--- src/rtl/array_8_ctrl.sv ---
// Phase sequencer and diagonal-skew edge driver for the 8x8 rate-coded array.
// Define ARRAY_CTRL_PERF_EN to enable the busy-cycle counter on perf_cycles.
module array_8_ctrl #(
   parameter int HEIGHT = 8,
   parameter int WIDTH  = 8,
   parameter int CWIDTH = 9,
   parameter int VWIDTH = 16
) (
   input  logic              clk,
   input  logic              rst_n,
   input  logic              start,
   input  logic              abort,
   input  logic [CWIDTH-1:0] cfg_mac_cycles,
   input  logic [VWIDTH-1:0] cfg_vecs,
   output logic              wght_rd,
   output logic              ifm_rd,
   output logic [WIDTH-1:0]  en_w,
   output logic [WIDTH-1:0]  clr_w,
   output logic [HEIGHT-1:0] en_i,
   output logic [HEIGHT-1:0] clr_i,
   output logic [HEIGHT-1:0] mac_done,
   output logic [WIDTH-1:0]  en_o,
   output logic [WIDTH-1:0]  clr_o,
   output logic              busy,
   output logic              done,
   output logic [31:0]       perf_cycles
);

   localparam int PWIDTH = $clog2((1 << CWIDTH) + HEIGHT + WIDTH);

   localparam logic [2:0] S_IDLE  = 3'd0;
   localparam logic [2:0] S_LOAD  = 3'd1;
   localparam logic [2:0] S_COMP  = 3'd2;
   localparam logic [2:0] S_DRAIN = 3'd3;
   localparam logic [2:0] S_DONE  = 3'd4;

   localparam logic [PWIDTH-1:0] P_H      = PWIDTH'(HEIGHT);
   localparam logic [PWIDTH-1:0] P_LOAD_L = PWIDTH'(HEIGHT + WIDTH - 2);
   localparam logic [PWIDTH-1:0] P_COMP_K = PWIDTH'(HEIGHT + WIDTH - 3);
   localparam logic [PWIDTH-1:0] P_DRN_L  = PWIDTH'(HEIGHT + WIDTH - 1);

   logic [2:0]        state_q, state_d;
   logic [PWIDTH-1:0] p_q, p_d;
   logic [CWIDTH-1:0] m_q, m_d;
   logic [VWIDTH-1:0] v_q, v_d;
   logic [VWIDTH-1:0] vcnt_q, vcnt_d;

   logic [HEIGHT-2:0] ei_q, ei_d, ci_q, ci_d, md_q, md_d;
   logic [WIDTH-2:0]  ew_q, ew_d, cw_q, cw_d;
   logic [WIDTH-2:0]  eo_q, eo_d, co_q, co_d;

   logic              b_ew, b_cw, b_ei, b_ci, b_md, b_eo, b_co;
   logic [PWIDTH-1:0] pm;

   assign pm = PWIDTH'(m_q);

   always_comb begin
      b_ew    = 1'b0;
      b_cw    = 1'b0;
      b_ei    = 1'b0;
      b_ci    = 1'b0;
      b_md    = 1'b0;
      b_eo    = 1'b0;
      b_co    = 1'b0;
      wght_rd = 1'b0;
      ifm_rd  = 1'b0;
      unique case (state_q)
         S_LOAD: begin
            b_ew    = p_q < P_H;
            b_cw    = p_q == '0;
            wght_rd = p_q < P_H;
         end
         S_COMP: begin
            b_ei   = p_q < pm;
            b_ci   = p_q == '0;
            b_md   = p_q == pm - PWIDTH'(1);
            ifm_rd = p_q == '0;
         end
         S_DRAIN: begin
            b_eo = p_q < P_H;
            b_co = p_q == P_H;
         end
         default: ;
      endcase
   end

   always_comb begin
      state_d = state_q;
      p_d     = p_q + PWIDTH'(1);
      m_d     = m_q;
      v_d     = v_q;
      vcnt_d  = vcnt_q;
      ei_d    = {ei_q[HEIGHT-3:0], b_ei};
      ci_d    = {ci_q[HEIGHT-3:0], b_ci};
      md_d    = {md_q[HEIGHT-3:0], b_md};
      ew_d    = {ew_q[WIDTH-3:0], b_ew};
      cw_d    = {cw_q[WIDTH-3:0], b_cw};
      eo_d    = {eo_q[WIDTH-3:0], b_eo};
      co_d    = {co_q[WIDTH-3:0], b_co};
      unique case (state_q)
         S_IDLE: begin
            p_d = '0;
            if (start) begin
               state_d = S_LOAD;
               m_d     = (cfg_mac_cycles == '0) ? CWIDTH'(1) : cfg_mac_cycles;
               v_d     = cfg_vecs;
               vcnt_d  = '0;
            end
         end
         S_LOAD: begin
            if (p_q == P_LOAD_L) begin
               p_d     = '0;
               state_d = (v_q != '0) ? S_COMP : S_DONE;
            end
         end
         S_COMP: begin
            if (p_q == pm + P_COMP_K) begin
               p_d     = '0;
               state_d = S_DRAIN;
            end
         end
         S_DRAIN: begin
            if (p_q == P_DRN_L) begin
               p_d     = '0;
               vcnt_d  = vcnt_q + VWIDTH'(1);
               state_d = (vcnt_d == v_q) ? S_DONE : S_COMP;
            end
         end
         default: begin
            p_d     = '0;
            state_d = S_IDLE;
         end
      endcase
      // abort outranks start and flushes the skew chains
      if (abort) begin
         state_d = S_IDLE;
         p_d     = '0;
         vcnt_d  = '0;
         ei_d    = '0;
         ci_d    = '0;
         md_d    = '0;
         ew_d    = '0;
         cw_d    = '0;
         eo_d    = '0;
         co_d    = '0;
      end
   end

   always_ff @(posedge clk or negedge rst_n) begin
      if (!rst_n) begin
         state_q <= S_IDLE;
         p_q     <= '0;
         m_q     <= '0;
         v_q     <= '0;
         vcnt_q  <= '0;
         ei_q    <= '0;
         ci_q    <= '0;
         md_q    <= '0;
         ew_q    <= '0;
         cw_q    <= '0;
         eo_q    <= '0;
         co_q    <= '0;
      end else begin
         state_q <= state_d;
         p_q     <= p_d;
         m_q     <= m_d;
         v_q     <= v_d;
         vcnt_q  <= vcnt_d;
         ei_q    <= ei_d;
         ci_q    <= ci_d;
         md_q    <= md_d;
         ew_q    <= ew_d;
         cw_q    <= cw_d;
         eo_q    <= eo_d;
         co_q    <= co_d;
      end
   end

   assign en_i     = {ei_q, b_ei};
   assign clr_i    = {ci_q, b_ci};
   assign mac_done = {md_q, b_md};
   assign en_w     = {ew_q, b_ew};
   assign clr_w    = {cw_q, b_cw};
   assign en_o     = {eo_q, b_eo};
   assign clr_o    = {co_q, b_co};
   assign busy     = state_q != S_IDLE;
   assign done     = state_q == S_DONE;

`ifdef ARRAY_CTRL_PERF_EN
   logic [31:0] perf_q, perf_d;

   always_comb begin
      perf_d = perf_q;
      if (state_q == S_IDLE) begin
         if (start && !abort) perf_d = '0;
      end else if (perf_q != '1) begin
         perf_d = perf_q + 32'd1;
      end
   end

   always_ff @(posedge clk or negedge rst_n) begin
      if (!rst_n) perf_q <= '0;
      else        perf_q <= perf_d;
   end

   assign perf_cycles = perf_q;
`else
   assign perf_cycles = '0;
`endif

endmodule
--- config.mk ---
export PLATFORM = sky130hd
export DESIGN_NAME = array_8_ctrl
export DESIGN_NICKNAME = d
export VERILOG_FILES = /design/src/rtl/array_8_ctrl.sv
export SDC_FILE = /design/constraint.sdc
export NUM_CORES = 1
export LEC_CHECK = 0
export CELL_PAD_IN_SITES_DETAIL_PLACEMENT = 0
export CELL_PAD_IN_SITES_GLOBAL_PLACEMENT = 1
export CORE_ASPECT_RATIO = 1.5
export CORE_MARGIN = 5
export CORE_UTILIZATION = 40
export CTS_BUF_LIST = sky130_fd_sc_hd__clkbuf_4
export CTS_CLUSTER_SIZE = 40
export DETAILED_ROUTE_END_ITERATION = 10
export PLACE_DENSITY = 0.93
export SYNTH_ARGS = -nofsm -noshare
export SYNTH_HDL_FRONTEND = slang
export SYNTH_SLANG_ARGS = --single-unit
export TNS_END_PERCENT = 50
--- constraint.sdc ---
create_clock -name clk -period 3.1 [get_ports clk]
set_clock_uncertainty 0.05 [all_clocks]
set_input_delay 0.31 -clock clk [delete_from_list [all_inputs] [get_ports clk]]
set_output_delay 0.31 -clock clk [all_outputs]
set_load 0.02 [all_outputs]
==> results.sh <==
export IMPL_post_route_period_util=0.9573
export IMPL_drt_iter0_drc=223
export IMPL_yosysMostFrequentCell="dfrtp_1"
export IMPL_grt_overflow_total=0
export IMPL_p_leak_nw=2.933
export IMPL_place_ws_ns=0.1974
export IMPL_final_min_clock_period_ns=2.968
export IMPL_synth_seq_cells=103
export IMPL_tightest_slew_ns=0.7772
export IMPL_tritoncts="built"
export IMPL_rsz0062_at_grt="true"
export IMPL_cp_end_kind="primary output"
export IMPL_firstDrtPassIters=4
export IMPL_start_util=0.4042
export IMPL_fin_ws_ns=0.1324
export IMPL_cp_max_fo=9
export IMPL_cp_start_kind="flop"
export IMPL_synth_xor_area_frac=0.08224
export IMPL_hp_class="in2async"
export IMPL_fin_nets=704
export IMPL_area_growth_pct=18.85
export IMPL_ys_warnings_count=0
export IMPL_maxSlewViolCount=0
export IMPL_clock_latency_ns=0.45
export IMPL_die_h_um=155.3
export IMPL_wl_per_cell_um=16.26
export IMPL_grt_start_max_net_pins=94
export IMPL_status="finished, final reports clean"
export IMPL_synth_top_family_by_area="simple AND/OR/NAND/NOR gates"
export IMPL_htree_levels=3
export IMPL_syn_avg_cell_area_sq_um=9.672
export IMPL_grt_pass1_vias=4381
export IMPL_worstPathArrival_ns=2.61
export IMPL_vias_per_cell=5.280
export IMPL_worstPathCellList="inv_1 -> or3_1 -> nor4_2 -> buf_4 -> clkdlybuf4s50_1"
export IMPL_syn_cell_area_sq_mm=0.005629
export IMPL_netlist_top_cell_by_area="dfrtp_1"
export IMPL_die_w_um=106.9
export IMPL_rows=53
export IMPL_coreArea_sq_mm=0.01393
export IMPL_finalWirelength_mm=13.50
export IMPL_power_mw=4.258
export IMPL_hold_viol_final=0
export IMPL_setup_violations_final=0
export IMPL_synth_edf_count=0
export IMPL_synth_top_area_frac=0.4579
export IMPL_antenna_found_initial=1
export IMPL_die_area_sq_mm=0.01659
export IMPL_synthArstFlopShare=1.000
export IMPL_vdd_drop_max_mv=0.2571
export IMPL_fillCellCount=1328
export IMPL_yosys_mux_area_fraction=0.03379
export IMPL_synthSimpleGateAreaFrac=0.2100
export IMPL_clock_path_buffers=2
export IMPL_crit_type="reg2out"
export IMPL_p_per_area_mw_per_mm2=636.5
export IMPL_hpwl_mm=10.19
export IMPL_yosysUniqueCellTypes=56
export IMPL_synth_compound_area_frac=0.09624
export IMPL_vias=4382
export IMPL_cp_slowest_cell="clkdlybuf4s50_1"
export IMPL_worst_ep_required_time_ns=2.74
export IMPL_yosysSeqAreaShare=0.4579
export IMPL_grt_first_pass_wirelength_mm=21.59
export IMPL_numCtsBuffers=9
export IMPL_final_antenna_net_count=0
export IMPL_final_layout_size_suffix_gt1_frac=0.1039
export IMPL_critPathMaxStageDelay_ns=0.61
export IMPL_synthTopCellsByCount="103 x dfrtp_1, 45 x nor2b_1, 42 x nor2_1, 42 x o21ai_0, 39 x buf_4"
export IMPL_io_buffers=88
export IMPL_ys_dominant_reg_cell="dfrtp_1"
export IMPL_max_cap_viol_count=0
export IMPL_clock_root_buffer="clkbuf_4"
export IMPL_drc=0
export IMPL_num_io_pins=121
export IMPL_cts_sinks=103
export IMPL_fmax_ghz=0.3370
export IMPL_clk_pin_slew_ns=0.16
export IMPL_max_slew_margin=0.4806
export IMPL_hold_ws_ns=0.1823
export IMPL_synth_area_top_cells="dfrtp_1 46%, buf_4 5.2%, nor2b_1 5.0%"
export IMPL_gr_usage_all_layers=0.1630
export IMPL_synth_fa_ha_area_frac=0.03334
export IMPL_netlist_instances=582
export IMPL_gp_congestion=0.8542
==> metal layers <==
layer | up-vias | share of wire | GRT usage
met5 | - | 0 | 0
met4 | 0 | 0.038 | 0.07922
met3 | 34 | 0.038 | 0.02781
met2 | 113 | 0.57 | 0.3129
met1 | 2142 | 0.36 | 0.1675
li1 | 2093 | - | -
==> cell usage in the layout, fill, tap and decap left out, types with 15 or more instances in the layout <==
cell             netlist  final
nand2_1               33     33
xnor2_1               32     32
dfrtp_1              103     99
mux2_2                16     16
nor4_1                17     15
nor2_1                42     41
and3_1                15     15
clkdlybuf4s50_1        0     80
o21ai_0               42     42
inv_1                 18     18
conb_1                 1     32
nor2b_1               45     45
ha_1                  15     15
xor2_1                19     19
buf_4                 39     15
nand3_1               19     19
==> layout make-up <==
cell class	count	area, sq um	share of cell area
flip-flops and latches	103	2582	0.3860
inverters	18	67.56	0.01010
clock buffers	9	67.56	0.01010
repair buffers	104	997.2	0.1491
clock inverters	6	55.05	0.008229
well taps	165	206.4	0.03086
multi-input cells	424	2711	0.4053
diodes	1	2.502	0.0003740
==> flip-flops by register name, summed over array words and instances, names as in the netlist, 9 cells and up <==
signal and count:
v_q 16, m_q 9, vcnt_q 16, p_q 10
==> metrics by stage <==
step / std cells / utilization / TNS [ns] / cell area, sq um
after detailed placement: 812 / 0.4689 / 0 / 6530
after floorplan: 613 / - / 0 / 5746
after CTS: 828 / 0.4792 / 0 / 6674
after global placement: 812 / 0.4689 / 0 / 6530
after global routing: 830 / 0.4804 / -0.05032 / 6690
final: 830 / 0.4804 / 0 / 6690
==> cell families (layout without fill, tap and decap cells) <==
logic type,Yosys count,after routing
other cells,1,33
flops,103,103
compound gates,87,87
xor+xnor,52,52
simple gates,221,221
fa+ha+maj,15,15
buf+inv,86,137
mux,17,17
==> worst max-delay path, delay by kind of cell, from the launching register on <==
| kind | cells | cell delay, ns |
|---|---|---|
| and+or+nand+nor | 2 | 0.80 |
| buffers and inverters | 3 | 0.91 |
| DFF | 1 | 0.46 |
==> worst paths after layout <==
check,startpoint,to,slack (ns),cells after the start
setup / recovery,state_q[1],ifm_rd,0.13,5
hold / removal,rst_n,v_q[4],0.18,2
setup reg to reg,m_q[1],p_q[9],0.34,10
hold reg to reg,p_q[0],p_q[0],0.45,1
max in group asynchronous,rst_n,m_q[2],2.07,3
min in group clk,abort,eo_q[0],0.24,4
==> power breakdown <==
| group | switching [mW] | internal, mW |
|---|---|---|
| Sequential | 0.300 | 1.56 |
| Clock | 0.462 | 0.174 |
| Combinational | 0.987 | 0.779 |
==> timing repair <==
item | 4_1_cts | 5_1_grt
pin swaps | 0 | 0
setup endpoints to repair | 8 | 5
hold endpoints to repair | 103 | 0
hold buffers | 1 | 0
setup buffers | 0 | 1
resized for setup | 13 | 7
Note: power is estimated with default switching activity, not from simulation.
